### src/rtl/keypad_code_entry_if.sv
// Keypad-side and controller-side signals of the PIN entry block, bundled for port connection.
interface keypad_code_entry_if;
    logic       key_valid;
    logic [3:0] key_val;
    logic       active_in;
    logic [5:0] code_out;
    logic       entry_busy;
    logic       locked;
    logic       fail_pulse;
    logic [2:0] fail_cnt;

    modport master (
        output key_valid, key_val, active_in,
        input  code_out, entry_busy, locked, fail_pulse, fail_cnt
    );

    modport slave (
        input  key_valid, key_val, active_in,
        output code_out, entry_busy, locked, fail_pulse, fail_cnt
    );
endinterface

### src/rtl/keypad_code_entry.sv
// Collects keypad digits, checks them against a fixed PIN and issues the arm/disarm
// command word to the alarm controller; repeated failures lock the keypad out.
module keypad_code_entry #(
    parameter int          PIN_LEN     = 4,
    parameter logic [31:0] PIN         = 32'h0000_1234,
    parameter int          TIMEOUT_CYC = 5000,
    parameter int          MAX_FAIL    = 3,
    parameter int          LOCKOUT_CYC = 20000,
    parameter int          ISSUE_CYC   = 2,
    parameter logic [5:0]  CODE_ARM    = 6'b011111,
    parameter logic [5:0]  CODE_DISARM = 6'b000100,
    parameter logic [5:0]  CODE_IDLE   = 6'b000000
) (
    input logic                clk,
    input logic                rst_n,
    keypad_code_entry_if.slave bus
);

    function automatic logic [31:0] nibble_mask(input int n);
        logic [31:0] m;
        m = 32'h0000_0000;
        for (int i = 0; i < 8; i++) begin
            if (i < n) begin
                m[4*i +: 4] = 4'hF;
            end else begin
                m[4*i +: 4] = 4'h0;
            end
        end
        return m;
    endfunction

    localparam int TMAX_A = (LOCKOUT_CYC > TIMEOUT_CYC) ? LOCKOUT_CYC : TIMEOUT_CYC;
    localparam int TMAX   = (TMAX_A > ISSUE_CYC) ? TMAX_A : ISSUE_CYC;
    localparam int TW     = $clog2(TMAX + 1);

    localparam logic [TW-1:0] TO_LAST    = TW'(TIMEOUT_CYC - 1);
    localparam logic [TW-1:0] LK_LAST    = TW'(LOCKOUT_CYC - 1);
    localparam logic [TW-1:0] IS_LAST    = TW'(ISSUE_CYC - 1);
    localparam logic [3:0]    PIN_LEN_C  = 4'(PIN_LEN);
    localparam logic [2:0]    MAX_FAIL_C = 3'(MAX_FAIL);
    localparam logic [31:0]   PIN_MASK   = nibble_mask(PIN_LEN);

    typedef enum logic [2:0] {
        ST_IDLE    = 3'd0,
        ST_ENTRY   = 3'd1,
        ST_CHECK   = 3'd2,
        ST_ISSUE   = 3'd3,
        ST_LOCKOUT = 3'd4
    } state_t;

    state_t        r_state;
    state_t        w_next;
    logic [31:0]   r_buf;
    logic [3:0]    r_cnt;
    logic          r_ovf;
    logic [TW-1:0] r_tmr;
    logic [2:0]    r_fail_cnt;
    logic [5:0]    r_code_out;
    logic          r_entry_busy;
    logic          r_locked;
    logic          r_fail_pulse;

    logic          w_digit;
    logic          w_clear;
    logic          w_enter;
    logic          w_key_acc;
    logic          w_match;
    logic [2:0]    w_fail_inc;

    assign w_digit    = bus.key_valid && (bus.key_val <= 4'd9);
    assign w_clear    = bus.key_valid && (bus.key_val == 4'hA);
    assign w_enter    = bus.key_valid && (bus.key_val == 4'hB);
    assign w_key_acc  = (r_state == ST_ENTRY) && (w_digit || w_clear || w_enter);
    assign w_match    = (r_cnt == PIN_LEN_C) && !r_ovf && ((r_buf & PIN_MASK) == (PIN & PIN_MASK));
    assign w_fail_inc = r_fail_cnt + 3'd1;

    // State register
    always_ff @(posedge clk or negedge rst_n) begin
        if (!rst_n) begin
            r_state <= ST_IDLE;
        end else begin
            r_state <= w_next;
        end
    end

    // Next-state decode
    always_comb begin
        w_next = r_state;
        case (r_state)
            ST_IDLE: begin
                if (w_digit) w_next = ST_ENTRY;
                else         w_next = ST_IDLE;
            end
            ST_ENTRY: begin
                if (w_enter)                  w_next = ST_CHECK;
                else if (w_digit || w_clear)  w_next = ST_ENTRY;
                else if (r_tmr == TO_LAST)    w_next = ST_IDLE;
                else                          w_next = ST_ENTRY;
            end
            ST_CHECK: begin
                if (w_match)                       w_next = ST_ISSUE;
                else if (w_fail_inc == MAX_FAIL_C) w_next = ST_LOCKOUT;
                else                               w_next = ST_IDLE;
            end
            ST_ISSUE: begin
                if (r_tmr == IS_LAST) w_next = ST_IDLE;
                else                  w_next = ST_ISSUE;
            end
            ST_LOCKOUT: begin
                if (r_tmr == LK_LAST) w_next = ST_IDLE;
                else                  w_next = ST_LOCKOUT;
            end
            default: w_next = ST_IDLE;
        endcase
    end

    // Shared timer: restarts on every state change and on every accepted key in ENTRY
    always_ff @(posedge clk or negedge rst_n) begin
        if (!rst_n) begin
            r_tmr <= {TW{1'b0}};
        end else if ((r_state == ST_IDLE) || (w_next != r_state) || w_key_acc) begin
            r_tmr <= {TW{1'b0}};
        end else begin
            r_tmr <= r_tmr + TW'(1);
        end
    end

    // Digit buffer, digit count and overflow flag
    always_ff @(posedge clk or negedge rst_n) begin
        if (!rst_n) begin
            r_buf <= 32'h0000_0000;
            r_cnt <= 4'd0;
            r_ovf <= 1'b0;
        end else begin
            case (r_state)
                ST_IDLE: begin
                    if (w_digit) begin
                        r_buf <= {28'h000_0000, bus.key_val};
                        r_cnt <= 4'd1;
                        r_ovf <= 1'b0;
                    end
                end
                ST_ENTRY: begin
                    if (w_digit) begin
                        r_buf <= {r_buf[27:0], bus.key_val};
                        if (r_cnt == PIN_LEN_C) r_ovf <= 1'b1;
                        else                    r_cnt <= r_cnt + 4'd1;
                    end else if (w_clear || (w_next == ST_IDLE)) begin
                        r_buf <= 32'h0000_0000;
                        r_cnt <= 4'd0;
                        r_ovf <= 1'b0;
                    end
                end
                ST_CHECK: begin
                    r_buf <= 32'h0000_0000;
                    r_cnt <= 4'd0;
                    r_ovf <= 1'b0;
                end
                default: begin
                    r_buf <= r_buf;
                end
            endcase
        end
    end

    // Consecutive failure counter
    always_ff @(posedge clk or negedge rst_n) begin
        if (!rst_n) begin
            r_fail_cnt <= 3'd0;
        end else if (r_state == ST_CHECK) begin
            r_fail_cnt <= w_match ? 3'd0 : w_fail_inc;
        end else if ((r_state == ST_LOCKOUT) && (w_next == ST_IDLE)) begin
            r_fail_cnt <= 3'd0;
        end
    end

    // Outputs are registered from the next state so they line up with the state they describe
    always_ff @(posedge clk or negedge rst_n) begin
        if (!rst_n) begin
            r_code_out   <= CODE_IDLE;
            r_entry_busy <= 1'b0;
            r_locked     <= 1'b0;
            r_fail_pulse <= 1'b0;
        end else begin
            if (w_next == ST_ISSUE) begin
                r_code_out <= (r_state == ST_CHECK) ? (bus.active_in ? CODE_DISARM : CODE_ARM)
                                                    : r_code_out;
            end else begin
                r_code_out <= CODE_IDLE;
            end
            r_entry_busy <= (w_next == ST_ENTRY) || (w_next == ST_CHECK) || (w_next == ST_ISSUE);
            r_locked     <= (w_next == ST_LOCKOUT);
            r_fail_pulse <= (w_next == ST_CHECK) && !w_match;
        end
    end

    assign bus.code_out   = r_code_out;
    assign bus.entry_busy = r_entry_busy;
    assign bus.locked     = r_locked;
    assign bus.fail_pulse = r_fail_pulse;
    assign bus.fail_cnt   = r_fail_cnt;

endmodule

### src/flat_wrapper.sv
// flat-port wrapper written by rule: the top's interface ports become plain ports
module keypad_code_entry_flat 
#(
    parameter int          PIN_LEN     = 4,
    parameter logic [31:0] PIN         = 32'h0000_1234,
    parameter int          TIMEOUT_CYC = 5000,
    parameter int          MAX_FAIL    = 3,
    parameter int          LOCKOUT_CYC = 20000,
    parameter int          ISSUE_CYC   = 2,
    parameter logic [5:0]  CODE_ARM    = 6'b011111,
    parameter logic [5:0]  CODE_DISARM = 6'b000100,
    parameter logic [5:0]  CODE_IDLE   = 6'b000000
)
  (clk, rst_n, bus_key_valid, bus_key_val, bus_active_in, bus_code_out, bus_entry_busy, bus_locked, bus_fail_pulse, bus_fail_cnt);
  keypad_code_entry_if bus_i ();
  input logic clk;
  input logic rst_n;
  input wire logic [$bits(bus_i.key_valid)-1:0] bus_key_valid;
  input wire logic [$bits(bus_i.key_val)-1:0] bus_key_val;
  input wire logic [$bits(bus_i.active_in)-1:0] bus_active_in;
  output wire logic [$bits(bus_i.code_out)-1:0] bus_code_out;
  output wire logic [$bits(bus_i.entry_busy)-1:0] bus_entry_busy;
  output wire logic [$bits(bus_i.locked)-1:0] bus_locked;
  output wire logic [$bits(bus_i.fail_pulse)-1:0] bus_fail_pulse;
  output wire logic [$bits(bus_i.fail_cnt)-1:0] bus_fail_cnt;
  assign bus_i.key_valid = bus_key_valid;
  assign bus_i.key_val = bus_key_val;
  assign bus_i.active_in = bus_active_in;
  assign bus_code_out = bus_i.code_out;
  assign bus_entry_busy = bus_i.entry_busy;
  assign bus_locked = bus_i.locked;
  assign bus_fail_pulse = bus_i.fail_pulse;
  assign bus_fail_cnt = bus_i.fail_cnt;
  keypad_code_entry #(.PIN_LEN(PIN_LEN), .PIN(PIN), .TIMEOUT_CYC(TIMEOUT_CYC), .MAX_FAIL(MAX_FAIL), .LOCKOUT_CYC(LOCKOUT_CYC), .ISSUE_CYC(ISSUE_CYC), .CODE_ARM(CODE_ARM), .CODE_DISARM(CODE_DISARM), .CODE_IDLE(CODE_IDLE)) u_core (.clk(clk), .rst_n(rst_n), .bus(bus_i));
endmodule
### config.mk
export PLATFORM = sky130hd
export DESIGN_NAME = keypad_code_entry_flat
export DESIGN_NICKNAME = d
export VERILOG_FILES = /design/src/rtl/keypad_code_entry_if.sv /design/src/rtl/keypad_code_entry.sv /design/src/flat_wrapper.sv
export SDC_FILE = /design/constraint.sdc
export NUM_CORES = 1
export LEC_CHECK = 0
export ABC_AREA = 1
export CORE_MARGIN = 1
export CORE_UTILIZATION = 45
export DETAILED_ROUTE_END_ITERATION = 16
export PLACE_DENSITY = 0.66
export SYNTH_ARGS = -nofsm -noshare
export SYNTH_HDL_FRONTEND = slang
export SYNTH_SLANG_ARGS = --single-unit
### constraint.sdc
create_clock -name clk -period 1.7 [get_ports clk]
set_input_delay 0.34 -clock clk [delete_from_list [all_inputs] [get_ports clk]]
set_output_delay 0.34 -clock clk [all_outputs]
set_load 0.01 [all_outputs]
# After elaboration in Yosys (flattened, before gate mapping)
# Index checks and enable logic that the tools add are counted.
[totals]
input_bits = 8
latchBits = 0
memories = 0
ramBits = 0
reg_bits = 51
rom_bits = 0
word_cells = 90
out_inout_bits = 12
[classes]
addsub = 3
n_div = 0
eq_ne = 22
n_mul = 0
shifts = 0
reduce_logical = 24
n_mux = 30
n_bitwise = 0
magnitude_cmp = 1
[ops]
columns = ["cell", "n"]
rows = [
  ["16-bit 2-to-1 mux", 3],
  ["16-bit one-hot mux with 3 select lines", 1],
  ["3-bit 2-to-1 mux", 8],
  ["16-bit by 13-bit equality test with 1-bit output (second input constant)", 1],
  ["4-bit 2-to-1 mux", 4],
  ["15-bit by 1-bit adder with 15-bit output (second input constant)", 1],
  ["15-bit by 1-bit equality test with 1-bit output (second input constant)", 1],
  ["15-bit by 13-bit equality test with 1-bit output (second input constant)", 1],
  ["15-bit equality test (second input constant)", 1],
  ["3-bit by 2-bit equality test with 1-bit output (second input constant)", 5],
  ["15-bit 2-to-1 mux", 1],
  ["3-bit one-hot mux with 5 select lines", 1],
  ["6-bit 2-to-1 mux", 2],
  ["4-bit one-hot mux with 3 select lines", 1],
  ["4-bit equality test (second input constant)", 2],
  ["1-bit logical AND", 8],
  ["4-bit AND reduction", 2],
  ["1-bit logical OR", 7],
  ["3-bit by 1-bit equality test with 1-bit output (second input constant)", 2],
  ["3-bit equality test (second input constant)", 2],
  ["3-bit zero test", 2],
  ["1-bit 2-to-1 mux", 6],
  ["3-bit != test (second input constant)", 2],
  ["5-bit 2-to-1 mux", 1],
  ["other kinds (13)", 15],
]

# Longest topological paths before layout
# Gate-level depths: netlist of run 1.
[depth]
ltp_word = 11
depth_mapped = 15
mapped_depth_nobuf = 14

# Worst setup path before layout of run 1
# Ideal clock, no wire load.
[synth_timing]
path_kind = "reg2reg"
startpoint = "register u_core.r_tmr[0]"
endpoint = "register u_core.r_buf[0]"
required_ns = 1.583
period_less_slack_ns = 1.812
setup_time_ns = 0.117
path_stages_with_launch = 15
setup_slack_ns = -0.112
arrival_time_ns = 1.694
cell_sequence = "dfrtp_1 > ha_1 > nand2_1 > nand3b_1 > nor2_1 > nand2_1 > nand2_1 > nand2_2 > nor2_8 > nand3_2 > nand2_4 > nand2_2 > buf_6 > nand2_1 > o21ai_2"
[synth_via]
elab_chain_len = 9
word_cells_on_any_way = 13
cone_classes = "eq/ne (4); mux (6); reduce/logical (3)"
[synth_lines]
columns = ["element", "line", "source"]
rows = [
  ["start, declared", "keypad_code_entry.sv:56", "logic [TW-1:0] r_tmr;"],
  ["start signal, assigned", "keypad_code_entry.sv:120", "r_tmr <= {TW{1'b0}};"],
  ["start signal, assigned", "keypad_code_entry.sv:122", "r_tmr <= {TW{1'b0}};"],
  ["start signal, assigned", "keypad_code_entry.sv:124", "r_tmr <= r_tmr + TW'(1);"],
  ["15-bit by 13-bit equality test with 1-bit output", "keypad_code_entry.sv:97", "else if (r_tmr == TO_LAST) w_next = ST_IDLE;"],
  ["1-bit 2-to-1 mux", "keypad_code_entry.sv:97", ""],
  ["3-bit 2-to-1 mux", "keypad_code_entry.sv:96", "else if (w_digit || w_clear) w_next = ST_ENTRY;"],
  ["3-bit 2-to-1 mux", "keypad_code_entry.sv:95", "if (w_enter) w_next = ST_CHECK;"],
  ["3-bit one-hot mux with 5 select lines (*)", "keypad_code_entry.sv:89", "case (r_state)"],
  ["3-bit zero test (*)", "keypad_code_entry.sv:148", "end else if (w_clear || (w_next == ST_IDLE)) begin"],
  ["1-bit logical OR (*)", "keypad_code_entry.sv:148", ""],
  ["3-bit by 2-bit != test with 1-bit output (no line) (*)", "-", ""],
  ["3-bit AND reduction (no line) (*)", "-", ""],
  ["end signal, assigned", "keypad_code_entry.sv:138", "r_buf <= {28'h000_0000, bus.key_val};"],
  ["end signal, assigned", "keypad_code_entry.sv:145", "r_buf <= {r_buf[27:0], bus.key_val};"],
  ["end signal, assigned", "keypad_code_entry.sv:160", "r_buf <= r_buf;"],
  ["end, declared", "keypad_code_entry.sv:53", "logic [31:0] r_buf;"],
]
# Every way passes the cells marked *; elsewhere a longest branch is shown, timed or not.
# A chain may end at the register's enable or synchronous reset.

# Worst setup path in the final report of run 1
[layout_timing]
startpoint = "register u_core.r_tmr[0]"
endpoint = "register u_core.r_buf[8]"
# Same word-level chain as after synthesis.

==> results of run 1 <==
-- sequential cells by signal (all words and copies together) (netlist names) --
name and cells:
u_core.r_buf 16, u_core.r_tmr 15, u_core.r_cnt 4, u_core.bus.fail_cnt 3
u_core.r_state 3, u_core.bus.code_out 2, u_core.bus.entry_busy 1, u_core.bus.fail_pulse 1
u_core.bus.locked 1, u_core.r_ovf 1
-- power by group through the flow --
stage	clock [mW]	combinational (mW)	sequential (mW)
after floorplan	0	1.21	1.47
after global placement	0	2.00	1.44
after detailed placement	0	2.03	1.45
after CTS	0.868	2.13	1.43
after global routing	0.905	2.37	1.45
final	0.845	2.14	1.43
-- what timing repair did --
| item | in CTS | in global routing |
|---|---|---|
| setup endpoints to repair | 42 | 51 |
| gates cloned | 0 | 0 |
| pin swaps | 5 | 5 |
| hold buffers | 1 | 0 |
| hold endpoints to repair | 16 | 0 |
| buffers inserted | 5 | 2 |
| resized for setup | 19 | 10 |
-- path summary, 6_finish.rpt --
path | startpoint | cells after the start | to
min | rst_n | 2 | u_core.r_tmr[4]
max reg2reg | u_core.r_tmr[0] | 13 | u_core.r_buf[8]
min reg2reg | u_core.r_buf[15] | 2 | u_core.r_buf[15]
min in group clk | u_core.r_buf[15] | 2 | u_core.r_buf[15]
max | u_core.r_tmr[0] | 13 | u_core.r_buf[8]
max in group asynchronous | rst_n | 3 | u_core.r_buf[6]
-- synthesized netlist by cell type (6+ instances only) --
master	n	area, sq um
inv_1	36	135
nand3_1	20	100
dfrtp_1	47	1180
nand2_1	88	330
xor2_1	7	61.3
nand4_1	10	62.6
ha_1	6	75.1
o21ai_1	8	40.0
nor3_2	12	120
inv_2	6	22.5
nor3_1	8	40.0
nor2_1	41	154
-- cell families (layout without fill, tap and decap cells) --
| kind of cell | count (synthesis) | in the layout | synth area share, % |
|---|---|---|---|
| XOR/XNOR | 12 | 12 | 4.52 |
| other | 1 | 1 | 0.137 |
| buffers and inverters | 52 | 152 | 9.04 |
| AO/OA/AOI/OAI | 20 | 20 | 4.34 |
| adder cells (fa/ha/maj) | 6 | 6 | 2.74 |
| flip-flops | 47 | 47 | 42.9 |
| AND/OR/NAND/NOR | 199 | 199 | 36.3 |
-- per-stage QoR --
stage | instance area (sq um) | total power [mW]
2_1_floorplan | 2770 | 2.68
3_3_place_gp | 3550 | 3.43
3_5_place_dp | 3550 | 3.47
4_1_cts | 3790 | 4.43
5_1_grt | 3840 | 4.72
6_report | 3840 | 4.42
-- final cells by class --
class                      count  area (sq um)
inverter                      42           158
multi-input combinational    238          1450
clock buffer                   5          68.8
timing repair buffer         102           846
clock inverter                 3          43.8
tap                           75          93.8
sequential                    47          1180
fill                         502          2050
-- layer usage --
metal,vias up,wire length (um)
li1,1261,-
met1,1153,2910
met2,30,3210
met3,8,153
met4,0,66
met5,-,0
==> out/metrics.yaml, run 1 <==
synth:
  syn_area_per_cell_sq_um: 8.13
  ys.warnings.count: 0
  synth-main-ff-cell: "dfrtp_1"
  ys_seq_area_share_pct: 42.9
  syn_area_sq_um: 2740
  ys_ff_latch: 47
  async_reset_ff_share_pct: 100
  synth_enable_flop_cells: 0
  synthCells: 337
  syn_nets: 351
  yosysUniqueCellTypes: 34
detailed_routing:
  wire_per_inst_um: 12.4
  drt-total-wl_um: 6340
  drt_iter0_drc: 56
  num_vias: 2452
  via_per_inst: 4.79
  firstDrtPassIters: 4
  drcViolationCount: 0
  postRouteAntennaNets: 0
global_route:
  grt_pass1_wl_um: 10700
  met1_usage_pct: 27.6
  grt_use_met2_pct: 37.6
  grt_max_degree: 21
  first_global_vias: 2409
  met3_usage_pct: 3.77
  overflow: 0
  top_usage_layer: "met2"
  antenna_found_initial: 0
  gr-usage-all-layers_pct: 21.8
floorplan:
  start_util_pct: 46.5
  dieArea_sq_um: 6400
  coreArea_sq_um: 5890
  io_pins: 20
  fp.dieH_um: 80.0
  chipWidth_um: 80.0
  row_count: 28
clock_network:
  clockBufferDepth: 2
  cts_root_buf: "clkbuf_8"
  htree_levels: 2
  clkSlewWorstSetupHoldPaths_ps: 90
  clkLatencyLatePin_ps: 320
  numCtsBuffers: 5
  clock-sinks: 47
  cts_tree: "built"
worst_setup_path:
  path_cells: "ha_2 > nand2_2 > nand3b_1 > nor2_2 > nand2_1 > nand2_1 > nand2_2 > nor2_8 > nand3_2 > nand2_4 > nand2_8 > nand2_1 > o21ai_1"
  path_class: "flop to flop"
  worst_setup_path_start_kind: "flop"
  regToRegSetupSlack_ps: -250
  path_buf_inv: 0
  arrival_ps: 2160
  crit_top_cell: "nand2_1"
  crit_fanout: 20
  critPathMaxStageDelay_ps: 420
  slowest_stage: "dfrtp_1"
  cp_top_family: "simple AND/OR/NAND/NOR gates"
  critical_path_required_ps: 1910
  endpoint_kind: "flop"
worst_hold_path:
  hold_class: "input port to async pin"
pwr:
  cellPowerDensity_nw_per_um2: 1150
  intPower_mw: 2.68
  p_comb_share_pct: 48.5
  p_sw_mw: 1.74
  clkPwrFrac_pct: 19.1
  swShare_pct: 39.5
  p_leak_nw: 1.87
  seq_power_share_pct: 32.4
  irDropWorstVdd_mv: 0.648
finish:
  drive_above_1_share_pct: 35.9
  n_antenna_cell: 0
  final_common_cell: "nand2_1"
  stdcell_count: 512
  layout_common_cells: "nand2_1, buf_4, dfrtp_1"
  area_growth_pct: 40.1
  postLayoutCoreUtil_pct: 65.2
  fin_nets: 450
status:
  status: "finished with violations"
  violations: "negative setup slack"
placement:
  dpl_worst_slack_ps: -577
  port_buffers: 18
  dp.cells: 497
  finalWeightedCongestion: 0.848
  hpwlAfterDp_um: 4690
timing:
  drv_slew: 0
  fmax_ghz: 0.512
  period_needed_ps: 1950
  whs_ps: 473
  worst_clock_skew_ps: 13.4
  final.setup.tns_ps: -8830
  finalHoldViolations: 0
  rsz0062_at_grt: "yes"
  layout_setup_ws_ps: -254
  fin_crit_sh_pct: 115
  setup_viol: 40
job:
  drv_cap: 0
(Power assumes the default switching activity.)
==> inputs of run 2 (changes only) <==
--- a/config.mk
+++ b/config.mk
@@ -10,6 +10,8 @@
 export CORE_UTILIZATION = 45
 export DETAILED_ROUTE_END_ITERATION = 16
 export PLACE_DENSITY = 0.66
+export RECOVER_POWER = 25
+export SETUP_SLACK_MARGIN = 0.15
 export SYNTH_ARGS = -nofsm -noshare
 export SYNTH_HDL_FRONTEND = slang
 export SYNTH_SLANG_ARGS = --single-unit
==> run 2 against run 1 <==
Maximum frequency decreased by 5.4%; via count increased by 5.0%; non-clock buffer count increased by 17; cell area increased by 8.5%; worst hold slack improved by 33 ps; the run still ends with negative setup slack left; wire length increased by 14%; first-iteration DRC count increased by 120%.
==> out/metrics.yaml, run 2 (synthesized netlist as in run 1, its figures left out) <==
placement:
  hpwlAfterDp_um: 4600  # was 4690 um
  port_buffers: 18  # unchanged
  dpl-instance-area_sq_um: 3610  # was 3550 sq um
  finalWeightedCongestion: 0.824  # was 0.848
pwr:
  clkPwrFrac_pct: 14.5  # was 19.1%
  p_comb_share_pct: 57.6  # was 48.5%
  p_leak_nw: 2.08  # was 1.87 nW
  cellPowerDensity_nw_per_um2: 1230  # was 1150 nW/um^2
  irDropWorstVdd_mv: 0.748  # was 0.648 mV
  seq_power_share_pct: 27.9  # was 32.4%
  swShare_pct: 42.9  # was 39.5%
  p_sw_mw: 2.20  # was 1.74 mW
  intPower_mw: 2.92  # was 2.68 mW
detailed_routing:
  drt_iter0_drc: 123  # was 56
  wl_met1_um: 3130  # was 2910 um
  route.met3.wl_um: 226  # was 153 um
  drt-total-wl_um: 7220  # was 6340 um
  wl_met2_um: 3790  # was 3210 um
  firstDrtPassIters: 4  # unchanged
  postRouteAntennaNets: 0  # unchanged
  num_vias: 2574  # was 2452
  via_per_inst: 4.84  # was 4.79
  drcViolationCount: 0  # unchanged
  highest_layer: "met4"  # unchanged
  wire_per_inst_um: 13.6  # was 12.4 um
worst_hold_path:
  hold_class: "flop to flop"  # was input port to async pin
global_route:
  grt_pass1_wl_um: 10900  # was 10700 um
  antenna_found_initial: 0  # unchanged
  grt_max_degree: 48  # was 21
  gr-usage-all-layers_pct: 22.0  # was 21.8%
  overflow: 0  # unchanged
  first_global_vias: 2419  # was 2409
timing:
  max_slew.worst_pin.slew_ps: 659
  fin_crit_sh_pct: 121  # was 115%
  drv_slew: 0  # unchanged
  rsz0062_at_grt: "yes"  # unchanged
  finalHoldViolations: 0  # unchanged
  layout_setup_ws_ps: -365  # was -254 ps
  worst_clock_skew_ps: 18.7  # was 13.4 ps
  setup_viol: 44  # was 40
  slew_headroom_pct: 56.1
  whs_ps: 506  # was 473 ps
  period_needed_ps: 2070  # was 1950 ps
  fmax_ghz: 0.484  # was 0.512 GHz
clock_network:
  clkSlewWorstSetupHoldPaths_ps: 110  # was 90 ps
  clock-sinks: 47  # unchanged
  numCtsBuffers: 5  # unchanged
  cts_root_buf: "clkbuf_8"  # unchanged
  clkLatencyLatePin_ps: 320  # about the same
  clockBufferDepth: 2  # unchanged
  cts_tree: "built"  # unchanged
  htree_levels: 2  # unchanged
finish:
  largest_reg_flops: 16  # unchanged
  fill_cells: 423  # was 502
  n_antenna_cell: 0  # unchanged
  area_growth_pct: 52.0  # was 40.1%
  drive_above_1_share_pct: 42.2  # was 35.9%
  final_common_cell: "buf_4"  # was nand2_1
  largest_registers: "u_core.r_buf: 16 flops, u_core.r_tmr: 15 flops, u_core.r_cnt: 4 flops"  # unchanged
  postLayoutCoreUtil_pct: 70.7  # was 65.2%
  finish.instance_area_sq_um: 4160  # was 3840 sq um
  layout_common_cells: "buf_4, nand2_1, dfrtp_1"  # was nand2_1, buf_4, dfrtp_1
  largest-register: "u_core.r_buf"  # unchanged
  fin_nets: 470  # was 450
floorplan:
  io_pins: 20  # unchanged
  chipWidth_um: 80.0  # unchanged
  fp.dieH_um: 80.0  # unchanged
  row_count: 28  # unchanged
  dieArea_sq_um: 6400  # unchanged
  start_util_pct: 46.5  # unchanged
  coreArea_sq_um: 5890  # unchanged
worst_setup_path:
  path_class: "flop to flop"  # unchanged
  crit_fanout: 7  # was 20
  critical_path_required_ps: 1920  # was 1910 ps
  arrival_ps: 2280  # was 2160 ps
  worst_setup_path_start_kind: "flop"  # unchanged
  endpoint_kind: "flop"  # unchanged
job:
  drv_cap: 0  # unchanged
status:
  status: "finished with violations"  # unchanged
  violations: "negative setup slack"  # unchanged
[run 2: path summary, 6_finish.rpt]
check	start	end	slack, ps	cells after the start
setup / recovery	u_core.r_cnt[0]	u_core.r_buf[6]	-370	14
hold / removal	u_core.r_buf[6]	u_core.r_buf[6]	510	2
setup reg to reg	u_core.r_cnt[0]	u_core.r_buf[6]	-370	14
hold reg to reg	u_core.r_buf[6]	u_core.r_buf[6]	510	2
max in group asynchronous	rst_n	u_core.r_tmr[11]	560	3
min in group asynchronous	rst_n	u_core.r_buf[15]	690	3
[run 2: through the flow]
| stage | setup TNS (ps) | std cells | power [mW] | worst slack, ps |
|---|---|---|---|---|
| after floorplan | -2600 | 337 | 2.68 | -107 |
| after detailed placement | -20490 | 505 | 3.52 | -587 |
| final | -12330 | 532 | 5.12 | -365 |
| after global routing | -16180 | 532 | 5.40 | -479 |
| after global placement | -18360 | 505 | 3.47 | -534 |
| after CTS | -11130 | 521 | 4.38 | -317 |
[run 2: layout make-up]
| cell class | count | area (sq um) | share of cell area, % |
|---|---|---|---|
| Timing Repair Buffer | 119 | 1010 | 24.4 |
| Tap cell | 75 | 93.8 | 2.25 |
| Inverter | 42 | 163 | 3.91 |
| Multi-Input combinational cell | 241 | 1620 | 38.9 |
| Sequential cell | 47 | 1180 | 28.3 |
| Clock buffer | 5 | 68.8 | 1.65 |
| Clock inverter | 3 | 26.3 | 0.631 |
[run 2: metal layers]
| layer | GRT usage, % | vias to the layer above |
|---|---|---|
| li1 | - | 1302 |
| met1 | 28.6 | 1214 |
| met2 | 38.3 | 51 |
| met3 | 3.20 | 7 |
| met4 | 5.71 | 0 |
| met5 | 0 | - |
[run 2: power groups by stage]
stage	Sequential, mW	Clock [mW]	Combinational [mW]
final	1.43	0.741	2.95
after global routing	1.45	0.786	3.16
after CTS	1.42	0.752	2.21
after detailed placement	1.44	0	2.07
after global placement	1.44	0	2.03
after floorplan	1.47	0	1.21
[run 2: what timing repair did]
action | 4_1_cts | 5_1_grt
gates cloned | 0 | 4
endpoints found under the setup margin | 52 | 47
gates resized for setup | 22 | 50
pin swaps | 4 | 8
buffers inserted | 7 | 7
hold buffers | 1 | 0
hold endpoints to repair | 12 | 0
[run 2: worst max-delay path: stages, from the launching register on]
cell and delay [ps]:
dfrtp_1 400, inv_2 70, ha_4 120, nand3b_1 170, nor2_2 200, nand3_2 160, nand3_4 120, nand2_2 80
inv_4 90, nand3_4 100, nand2_8 130, buf_12 140, nand2_8 60, nand2_1 70, o21ai_1 50
